$ cat config.mk
export PLATFORM = sky130hd
export DESIGN_NAME = debouncer
export DESIGN_NICKNAME = d
export VERILOG_FILES = /design/src/rtl/debouncer.sv
export SDC_FILE = /design/constraint.sdc
export NUM_CORES = 1
export LEC_CHECK = 0
export ABC_AREA = 0
export BUFFER_PORTS_ARGS = -buffer_cell sky130_fd_sc_hd__buf_2
export CAP_MARGIN = 25
export CORE_ASPECT_RATIO = 0.75
export CORE_MARGIN = 4
export CORE_UTILIZATION = 49
export DETAILED_ROUTE_END_ITERATION = 7
export GPL_TIMING_DRIVEN = 0
export PLACE_DENSITY = 0.65
export RECOVER_POWER = 25
export SLEW_MARGIN = 20
export SYNTH_ARGS = -nofsm -noshare
export SYNTH_HDL_FRONTEND = slang
export SYNTH_SLANG_ARGS = --single-unit
$ cat constraint.sdc
create_clock -name clk -period 3.09 [get_ports clk]
set_input_delay 0.309 -clock clk [delete_from_list [all_inputs] [get_ports clk]]
set_output_delay 0.309 -clock clk [all_outputs]
set_load 0.05 [all_outputs]
$ cat src/rtl/debouncer.sv
// debouncer: conditions a raw, bouncing push-button level into a clean,
// registered level in the clk domain. The raw input passes through a
// two-flop synchronizer. The output asserts only after the synchronized level
// has stayed high for COUNT_MAX consecutive cycles. Any low cycle that reaches
// the synchronizer output drops the output on the next edge, so release is
// not delayed by the debounce window.
module debouncer #(
    parameter int COUNT_MAX = 1000000
) (
    input  logic clk,
    input  logic reset,
    input  logic button_in,
    output logic button_out
);

    // The counter must be able to hold COUNT_MAX itself, because it saturates there.
    localparam int CW = $clog2(COUNT_MAX + 1);
    localparam logic [CW-1:0] CNT_TOP  = CW'(COUNT_MAX);
    localparam logic [CW-1:0] CNT_LAST = CW'(COUNT_MAX - 1);
    localparam logic [CW-1:0] CNT_ONE  = CW'(1);

    logic          sync1;
    logic          sync2;
    logic [CW-1:0] cnt;
    logic          btn_q;

    // Two-flop synchronizer. Only sync2 is used downstream; button_in never is.
    always_ff @(posedge clk or posedge reset) begin
        if (reset) begin
            sync1 <= 1'b0;
            sync2 <= 1'b0;
        end else begin
            sync1 <= button_in;
            sync2 <= sync1;
        end
    end

    // Stable-high counter with a registered output. A single low cycle clears
    // the run. The output rises on the same edge where the count reaches
    // COUNT_MAX. The counter then saturates and never wraps.
    always_ff @(posedge clk or posedge reset) begin
        if (reset) begin
            cnt   <= '0;
            btn_q <= 1'b0;
        end else if (!sync2) begin
            cnt   <= '0;
            btn_q <= 1'b0;
        end else if (cnt < CNT_TOP) begin
            cnt <= cnt + CNT_ONE;
            if (cnt == CNT_LAST) begin
                btn_q <= 1'b1;
            end
        end else begin
            btn_q <= 1'b1;
        end
    end

    assign button_out = btn_q;

endmodule

# Yosys cells after proc, flatten, opt, wreduce, memory -nomap -nowiden
# Index checks and enable logic that the tools add are counted.
# totals
register_bits	23
input_bits	3
output_inout_bits	1
elab_cells	14
# op_classes
addsub	1
n_lt_le_gt_ge	1
n_eq_ne	3
n_mux	5
# op_table
cell	n
$mux W20	2
$add A20 B1 Y20 const B	1
$eq A20 B20 Y1 const B	1
$lt A20 B20 Y1 const B	1
$mux W1	3
$ne A3 B2 Y1 const B	1
$ne A2 B1 Y1 const B	1

# Longest topological paths before layout
# Gate-level depths: netlist (run 1).
# depth
word_depth	4
mapped_depth	5
ltp_nobuf	5

# Worst setup path after synthesis (run 1)
# Ideal clock, no wire load.
# synth_timing
path_type	reg-to-reg
startpoint	register cnt[11]
endpoint	register cnt[8]
setup_ps	79
arrival_ps	1750
required_ps	3011
path_slack_ps	1260
stages_incl_launch_ff	5
path_buffers	0
synth_period_minus_slack_ps	1830
path_cell_list	dfrtp_1 or4_4 a211o_4 a211oi_1 mux2i_1
# synth_via
elab_chain_len	2
# synth_lines
item	line	text
start, declared	24	logic [CW-1:0] cnt;
start signal, assigned	49	cnt <= cnt + CNT_ONE;
$lt A20 B20 Y1	48	end else if (cnt < CNT_TOP) begin
$ne A2 B1 Y1 (no source line)	-	
# Every way passes these cells.
# A chain may end at the register's enable or synchronous reset.

# Worst setup path after layout (run 1)
# Same ends and word-level chain as after synthesis.

==> summary.json, run 1 <==
{
  "design.portCount": 4,
  "synthesis.area_per_instance_um2": 9.52,
  "initial_core_util_pct": 54.3,
  "status": "completed",
  "avgRoutedWirePerCell_um": 15.8,
  "wl_met3_um": 139,
  "m1WireLength_um": 1400,
  "grt_first_pass_wirelength_um": 5240,
  "area_growth_synth_to_finish_pct": 8.29,
  "detailroute.via_count": 1102,
  "tritoncts": "yes",
  "leakagePower_uw": 0.000566,
  "htree_num_levels": 1,
  "design.final.nets": 152,
  "groute.usage.overall_pct": 19.9,
  "grt-ovfl-total": 0,
  "starting_drc_count_in_detailed_routing": 118,
  "row_count": 15,
  "min_period_ns": 2.08,
  "post-layout-total-power_uw": 487,
  "rrSetupSlack_ns": 1.01,
  "grt_max_degree": 24,
  "report.final.setup_viol": 0,
  "detailedRoute.firstPassIterationCount": 4,
  "route.antenna.remaining_nets": 0,
  "dr.max_layer_used": "met4",
  "synth_area_leaders": "dfrtp_1 44%, mux2i_1 6.1%, nand2_1 4.3%",
  "vias_per_cell": 6.09,
  "critPathRequiredTime_ns": 3.33,
  "die_width_um": 67.8,
  "clk-insertion-delay-late_ns": 0.32,
  "min-delay-path-class": "in2reg",
  "synth_fa_ha_area_share_pct": 0.952,
  "vdd_ir_drop_max_mv": 0.181,
  "die_area_um2": 3580,
  "arrival_ns": 2.32,
  "die_y_um": 52.8,
  "max_freq_ghz": 0.481,
  "syn-cell-area_um2": 1310,
  "relSlewSlack_pct": 53.5,
  "first_global_vias": 1107,
  "gp_congestion": 0.858,
  "cts_sinks": 23,
  "postSynthCellCount": 138,
  "ys_seq_area_share_pct": 43.8,
  "path_class": "reg2reg",
  "cp_max_fo": 6,
  "main_combinational_cell_family_by_area_after_synthesis": "simple AND/OR/NAND/NOR gates",
  "cp-end-kind": "flop",
  "syn-num-nets": 142,
  "number_of_antenna_violations_at_the_first_check_in_global_routing": 0,
  "final.fill_count": 205,
  "startpoint_type": "flop",
  "netlist-cell-type-count": 35,
  "max-clock-path-buffers": 2,
  "holdBufCountCts": 0,
  "synth_compound_area_share_pct": 19.5,
  "drt_wl_total_um": 2860,
  "port_buffers": 3,
  "clk_transition_reported_paths_ns": 0.14,
  "power_density_nw_per_um2": 343,
  "report.final.slew_viol_count": 0,
  "cts_setup_buffers": 0,
  "cts_root_buffer": "clkbuf_4",
  "dp.final_hpwl_um": 2010,
  "yosys_warnings": 0,
  "detailroute.wirelength.met2_um": 1290,
  "pre_cts_slack_ns": 1.07,
  "synth.area.mux_share_pct": 6.10,
  "final_layout_size_suffix_gt1_share_pct": 15.0,
  "antenna-diode-count": 0,
  "rsz0062_at_grt": "false",
  "coreArea_um2": 2420,
  "synth_top_area_cell": "dfrtp_1",
  "synth-seq-cells": 23,
  "drv.max_cap_violation_count": 0,
  "setup_tns_ns": 0,
  "final-hold-violation-count": 0,
  "timing.clock.skew_ns": 0.0193,
  "synth_xor_xnor_area_share_pct": 0,
  "synth-simple-area-share_pct": 25.1,
  "post_cts_resize_count": 0,
  "cts_made_buffers": 3,
  "tightest_slew_ns": 0.697,
  "finalWorstSetupSlack_ns": 1.01,
  "remaining_design_rule_violation_count": 0,
  "post-synth-top-area-fraction_pct": 43.8,
  "post-route-period-util_pct": 67.2
}
-- per-stage QoR --
stage	instance area, um2	instances	hold WS [ns]	util (%)
3_5_place_dp	1370	175	0.350	56.6
2_1_floorplan	1310	138	0.311	-
3_3_place_gp	1370	175	0.343	56.6
6_report	1420	181	0.0998	58.8
5_1_grt	1420	181	0.0688	58.8
4_1_cts	1400	179	0.0902	57.7
-- worst max-delay path: stages (launching register included) --
cell and delay, ns:
dfrtp_1 0.46, or4_4 0.57, a211o_4 0.36, a211oi_1 0.38
mux2i_1 0.23
-- metal layers --
metal / global-route usage (%) / vias up
li1: - / 532
met1: 26.5 / 543
met2: 31.5 / 23
met3: 5.79 / 4
met4: 5.28 / 0
met5: 0 / -
-- worst paths after layout --
path | start | endpoint | cells after the start
setup reg to reg | cnt[11] | cnt[8] | 4
setup / recovery | cnt[11] | cnt[8] | 4
hold / removal | button_in | sync1 | 1
min in group asynchronous | reset | cnt[13] | 3
max in group asynchronous | reset | cnt[5] | 4
hold reg to reg | sync1 | sync2 | 0
-- synth_stat cells --
cell type and number:
mux2i_1 8, o31ai_1 5, and4_2 1, nand3_1 11, a21oi_1 11, nor2_1 2
o21bai_1 1, a211o_2 1, a211o_4 1, o21a_1 1, o311a_1 1, buf_6 1
or4_2 1, o21ai_0 2, clkbuf_1 2, buf_4 1, a21oi_2 6, a211oi_1 2
a21o_1 1, dfrtp_1 23, buf_2 2, or4_1 4, o2111ai_1 1, inv_1 6
nand4_1 6, and4_1 2, or4_4 1, nand2b_1 7, or3_1 4, ha_1 1
and3_1 2, nor3_1 3, o211ai_1 1, a21bo_1 1, nand2_1 15
-- registers in the layout, indices dropped and copies added, names as in the netlist --
name,count
sync2,1
sync1,1
cnt,20
button_out,1
-- layout by cell type (no fill, tap or decap), drive strengths merged, types with 2 or more instances in the layout --
cell type / count
nor3: 3
a211o: 2
or3: 4
o21ai: 2
clkbuf: 6
inv: 6
a211oi: 2
dfrtp: 23
buf: 8
nor2: 2
mux2i: 8
nand3: 11
or4: 6
o31ai: 5
nand2b: 7
and4: 3
a21oi: 17
nand4: 6
nand2: 15
and3: 2
-- report_power, final --
part / internal [uW] / total [uW] / switching, uW
Sequential: 305 / 311 / 5.62
Clock: 50.5 / 144 / 93.7
Combinational: 12.6 / 32.2 / 19.6
-- area by class of cell --
cell class	instances	area, um2	share of cell area [%]
Multi-Input combinational cell	103	679	47.8
Buffer	6	36.3	2.55
Sequential cell	23	576	40.5
Timing Repair Buffer	5	40.0	2.81
Tap cell	34	42.5	2.99
Inverter	6	22.5	1.58
Clock buffer	4	26.3	1.85
-- logic make-up after synthesis --
group,count (synthesis)
mux,8
compound gates,35
buf+inv,12
flops,23
fa+ha+maj,1
simple gates,59
(Power assumes the default switching activity.)
==> run 2: changes to the inputs <==
==> constraint.sdc (replaced) <==
create_clock -name clk -period 2 [get_ports clk]
set_input_delay 0.2 -clock clk [delete_from_list [all_inputs] [get_ports clk]]
set_output_delay 0.2 -clock clk [all_outputs]
set_load 0.05 [all_outputs]
==> run 2 against run 1 <==
  * First-iteration DRC count decreased by 26%
  * Non-clock buffer count is 2 higher
  * Core utilization up 2.0 points
  * Count of clock-buffer cells in the layout stayed put
  * Setup slack worse by 0.95 ns
  * Clock power grew 54%
  * Clock skew fell by 0.0017 ns
  * Register-to-register slack lost 0.95 ns
  * Die area is the same
  * Highest routed layer unchanged
==> summary.json, run 2 (synthesis results as in run 1) <==
{
  "area_growth_synth_to_finish_pct": 12.0,
  "die_area_um2": 3580,
  "final_layout_size_suffix_gt1_share_pct": 19.5,
  "detailroute.via_count": 1136,
  "grt-ovfl-total": 0,
  "clk-insertion-delay-late_ns": 0.32,
  "vdd_ir_drop_max_mv": 0.281,
  "cp_max_fo": 10,
  "grt_first_pass_wirelength_um": 5270,
  "largest_register_ffs": 20,
  "min-delay-path-class": "reg2reg",
  "critical_path.max_stage_delay_ns": 0.55,
  "max-clock-path-buffers": 2,
  "tightest_slew_ns": 0.491,
  "timing.clock.skew_ns": 0.0176,
  "design.final.nets": 154,
  "cts_root_buffer": "clkbuf_4",
  "drt_wl_total_um": 2930,
  "groute.usage.overall_pct": 20.0,
  "critPathRequiredTime_ns": 2.23,
  "first_global_vias": 1120,
  "final-hold-violation-count": 0,
  "relSlewSlack_pct": 67.2,
  "arrival_ns": 2.17,
  "layout_commonest_cell": "dfrtp_1",
  "cp-end-kind": "flop",
  "leakagePower_uw": 0.000574,
  "power_density_nw_per_um2": 513,
  "row_count": 15,
  "vias_per_cell": 6.21,
  "rsz0062_at_grt": "false",
  "drv.max_cap_violation_count": 0,
  "number_of_antenna_violations_at_the_first_check_in_global_routing": 0,
  "remaining_design_rule_violation_count": 0,
  "startpoint_type": "flop",
  "final_util_pct": 60.8,
  "coreArea_um2": 2420,
  "pre_cts_slack_ns": -0.0209,
  "grt_max_degree": 24,
  "die_y_um": 52.8,
  "worstPathCellList": "or4_4 -> a211o_4 -> buf_6 -> a21oi_2 -> mux2i_1",
  "die_width_um": 67.8,
  "post-route-period-util_pct": 96.9,
  "design.portCount": 4,
  "critical_path.top_delay_family": "simple AND/OR/NAND/NOR gates",
  "min_period_ns": 1.94,
  "path_class": "reg2reg",
  "max_freq_ghz": 0.516,
  "htree_num_levels": 1,
  "report.final.setup_viol": 0,
  "tritoncts": "yes",
  "clk_transition_reported_paths_ns": 0.14,
  "starting_drc_count_in_detailed_routing": 87,
  "initial_core_util_pct": 54.3,
  "avgRoutedWirePerCell_um": 16.0,
  "status": "completed",
  "antenna-diode-count": 0,
  "final_cell_mix": "21 x dfrtp_1, 15 x nand2_1, 11 x a21oi_1",
  "route.antenna.remaining_nets": 0,
  "finalWorstSetupSlack_ns": 0.0629,
  "path_buf_inv": 1,
  "gp_congestion": 0.858,
  "report.final.slew_viol_count": 0,
  "cts_sinks": 23,
  "dp.final_hpwl_um": 2010,
  "port_buffers": 3,
  "detailedRoute.firstPassIterationCount": 4,
  "cts_made_buffers": 3,
  "slowest_stage": "or4_4",
  "register_with_the_most_flip_flops": "cnt"
}
-- run 2: cell count changes in the layout (fill, tap and decap cells not counted) --
cell | previous run | this run
a21oi_4 | 0 | 1
o2111ai_1 | 1 | 0
nand3_2 | 0 | 1
a21oi_2 | 6 | 5
buf_4 | 1 | 2
a211oi_1 | 2 | 0
nand3_1 | 11 | 10
dfrtp_1 | 23 | 21
dlygate4sd3_1 | 1 | 2
dfrtp_2 | 0 | 2
a211oi_2 | 0 | 2
o2111ai_2 | 0 | 1
-- run 2: final cells by class --
| type | instances | area, um2 |
|---|---|---|
| inverters | 6 | 22.5 |
| clock buffers | 4 | 26.3 |
| repair buffers | 7 | 57.6 |
| well taps | 34 | 42.5 |
| fillers | 199 | 950 |
| flip-flops and latches | 23 | 578 |
| multi-input cells | 103 | 708 |
| plain buffers | 6 | 36.3 |
-- run 2: worst paths after layout --
path	endpoint	slack [ns]	start	depth (start not counted)
worst max-delay path	cnt[2]	0.06	cnt[11]	5
worst min-delay path	sync2	0.37	sync1	0
worst max register to register	cnt[2]	0.06	cnt[11]	5
worst min register to register	sync2	0.37	sync1	0
max in group asynchronous	cnt[2]	1.09	reset	4
min in group asynchronous	cnt[13]	0.42	reset	3
-- run 2: report_power, final --
group | switching (uW) | internal (uW) | total (uW)
Clock | 144 | 78.0 | 222
Sequential | 8.76 | 472 | 481
Combinational | 31.4 | 20.8 | 52.1
-- run 2: what timing repair did --
item                                    4_1_cts  5_1_grt
endpoints found under the setup margin        1       11
pin swaps                                     0        1
endpoints found under the hold margin         1       11
resized for setup                             1        6
hold buffers                                  1        1
buffers inserted                              0        1
-- run 2: metal layers --
metal,global-route usage [%],share of wire (%)
met5,0,0
met1,26.9,48
met4,5.28,0.72
met3,5.15,4.8
met2,31.8,46
-- run 2: per-stage QoR --
stage	area (um2)	power, uW	instances	hold slack, ns	setup TNS, ns
after floorplan	1310	521	138	0.202	0
after global placement	1370	532	175	0.310	0
after detailed placement	1370	535	175	0.312	-0.0209
after CTS	1410	756	180	0.0718	0
after global routing	1470	795	183	0.387	0
final	1470	755	183	0.373	0
==> run 3: changes to the inputs <==
--- a/config.mk
+++ b/config.mk
@@ -8,12 +8,11 @@
 export ABC_AREA = 0
 export BUFFER_PORTS_ARGS = -buffer_cell sky130_fd_sc_hd__buf_2
 export CAP_MARGIN = 25
-export CORE_ASPECT_RATIO = 0.75
+export CORE_ASPECT_RATIO = 0.8
 export CORE_MARGIN = 4
-export CORE_UTILIZATION = 49
+export CORE_UTILIZATION = 34
 export DETAILED_ROUTE_END_ITERATION = 7
 export GPL_TIMING_DRIVEN = 0
-export PLACE_DENSITY = 0.65
 export RECOVER_POWER = 25
 export SLEW_MARGIN = 20
 export SYNTH_ARGS = -nofsm -noshare
==> run 3 against run 2 <==
  * Hold slack worse by 0.33 ns
  * Highest routed layer unchanged
  * Critical path type unchanged
  * Critical path depth unchanged
  * Via count rose by 0.62%
==> summary.json, run 3 (synthesis results as in run 1) <==
{
  "status": "completed",
  "power.clock.fraction_pct": 35.4,
  "grt-ovfl-total": 0,
  "drv.max_cap_violation_count": 0,
  "groute.usage.overall_pct": 12.2,
  "rrSetupSlack_ns": 0.11,
  "number_of_antenna_violations_at_the_first_check_in_global_routing": 0,
  "detailroute.via_count": 1143,
  "htree_num_levels": 1,
  "tightest_slew_ns": 0.830,
  "timing.hold.worst_path_depth": 1,
  "layout_commonest_cell": "dfrtp_1",
  "worst_hold_path.endpoint": "sync1",
  "max-clock-path-buffers": 2,
  "die_area_um2": 4930,
  "power.switching_uw": 186,
  "cts_sinks": 23,
  "cts_made_buffers": 3,
  "worst_r2r_endpoint": "cnt[7]",
  "worst_r2r_startpoint": "cnt[11]",
  "arrival_ns": 2.08,
  "holdCritStartpoint": "button_in",
  "grt_max_degree": 24,
  "gp_congestion": 0.743,
  "post-route-period-util_pct": 94.6,
  "dpl.cell_count": 183,
  "remaining_design_rule_violation_count": 0,
  "final-hold-violation-count": 0,
  "avgRoutedWirePerCell_um": 15.5,
  "min-delay-path-class": "in2reg",
  "report.final.slew_viol_count": 0,
  "drt_wl_total_um": 2930,
  "port_buffers": 3,
  "critPathRequiredTime_ns": 2.19,
  "timing.clock.skew_ns": 0.00758,
  "antenna-diode-count": 0,
  "placed_instance_area_um2": 1380,
  "critical_path.max_stage_delay_ns": 0.55,
  "leakagePower_uw": 0.000566,
  "final_cell_mix": "22 x dfrtp_1, 15 x nand2_1, 11 x a21oi_1",
  "final_area_um2": 1460,
  "largest_register_ffs": 20,
  "final_cell_count_no_fill": 189,
  "vdd_ir_drop_max_mv": 0.388,
  "startpoint_type": "flop",
  "pre_cts_slack_ns": 0.0274,
  "tritoncts": "yes",
  "grt_first_pass_wirelength_um": 4950,
  "final_layout_size_suffix_gt1_share_pct": 17.0,
  "swShare_pct": 22.8,
  "design.final.nets": 152,
  "clk_transition_reported_paths_ns": 0.08,
  "coreArea_um2": 3570,
  "row_count": 19,
  "dp.final_hpwl_um": 2080,
  "cp_max_fo": 10,
  "route.antenna.remaining_nets": 0,
  "finalWorstSetupSlack_ns": 0.109,
  "final.fill_count": 365,
  "clk-insertion-delay-late_ns": 0.27,
  "slowest_stage": "or4_4",
  "first_global_vias": 1115,
  "initial_core_util_pct": 36.8,
  "starting_drc_count_in_detailed_routing": 67,
  "power.combinational.fraction_pct": 5.8,
  "relSlewSlack_pct": 44.7,
  "cp-end-kind": "flop",
  "r2r_cells": 5,
  "min_period_ns": 1.89,
  "report.final.setup_viol": 0,
  "setup_tns_ns": 0,
  "vias_per_cell": 6.05,
  "path_class": "reg2reg",
  "power.internal_uw": 631,
  "rsz0062_at_grt": "false",
  "design.portCount": 4,
  "max_freq_ghz": 0.529,
  "die_width_um": 77.5,
  "power_density_nw_per_um2": 560,
  "seq_power_share_pct": 58.8,
  "detailedRoute.firstPassIterationCount": 4,
  "die_y_um": 63.6,
  "register_with_the_most_flip_flops": "cnt",
  "cts_root_buffer": "clkbuf_8",
  "hold_slack_ns": 0.0381,
  "worstPathCellList": "or4_4 -> a211o_4 -> buf_6 -> a21oi_2 -> mux2i_1",
  "area_growth_synth_to_finish_pct": 11.0
}
## run 3: per-stage QoR
| stage | total power (uW) | util (%) |
|---|---|---|
| 2_1_floorplan | 521 | - |
| 3_3_place_gp | 533 | 38.7 |
| 3_5_place_dp | 535 | 38.7 |
| 4_1_cts | 827 | 40.1 |
| 5_1_grt | 859 | 40.9 |
| 6_report | 817 | 40.9 |
## run 3: timing repair
action	CTS	global route
hold buffers	0	1
gates cloned	0	0
setup endpoints to repair	1	9
endpoints found under the hold margin	0	8
gates resized for setup	1	3
setup buffers	0	0
pin swaps	0	1
## run 3: area by class of cell
class / instances / area [um2] / share of cell area [%]
multi-input cells: 103 / 696 / 47.7
flip-flops and latches: 23 / 577 / 39.6
plain buffers: 6 / 36.3 / 2.49
repair buffers: 5 / 28.8 / 1.97
clock buffers: 4 / 45.0 / 3.09
inverters: 6 / 22.5 / 1.55
well taps: 42 / 52.6 / 3.61
## run 3: worst max-delay path by stage
stage,from,end,slack (ns)
floorplan,cnt[11],cnt[8],0.17
global placement,cnt[11],cnt[8],0.05
detailed placement,cnt[11],cnt[8],0.03
CTS,cnt[2],cnt[12],0.05
global route,cnt[2],cnt[11],0.008
finish,cnt[11],cnt[7],0.11
## run 3: layer usage
| metal | track usage [%] | part of all wire, % |
|---|---|---|
| met5 | 0 | 0 |
| met3 | 3.85 | 5.2 |
| met2 | 19.3 | 45 |
| met4 | 3.56 | 1.1 |
| met1 | 16.1 | 48 |
## run 3: power by group through the flow
| stage | Clock [uW] | Combinational (uW) | Sequential, uW |
|---|---|---|---|
| after floorplan | 0 | 34.1 | 486 |
| after global placement | 0 | 44.4 | 489 |
| after detailed placement | 0 | 46.1 | 489 |
| after CTS | 301 | 46.1 | 480 |
| after global routing | 323 | 54.1 | 481 |
| final | 289 | 47.0 | 480 |
## run 3: critical path, delay by kind of cell, from the launching register on
family,cells,cell delay [ns]
buffers and inverters,1,0.16
multiplexers,1,0.19
AND/OR/NAND/NOR,1,0.55
AO/OA/AOI/OAI,2,0.47
flip-flops,1,0.45
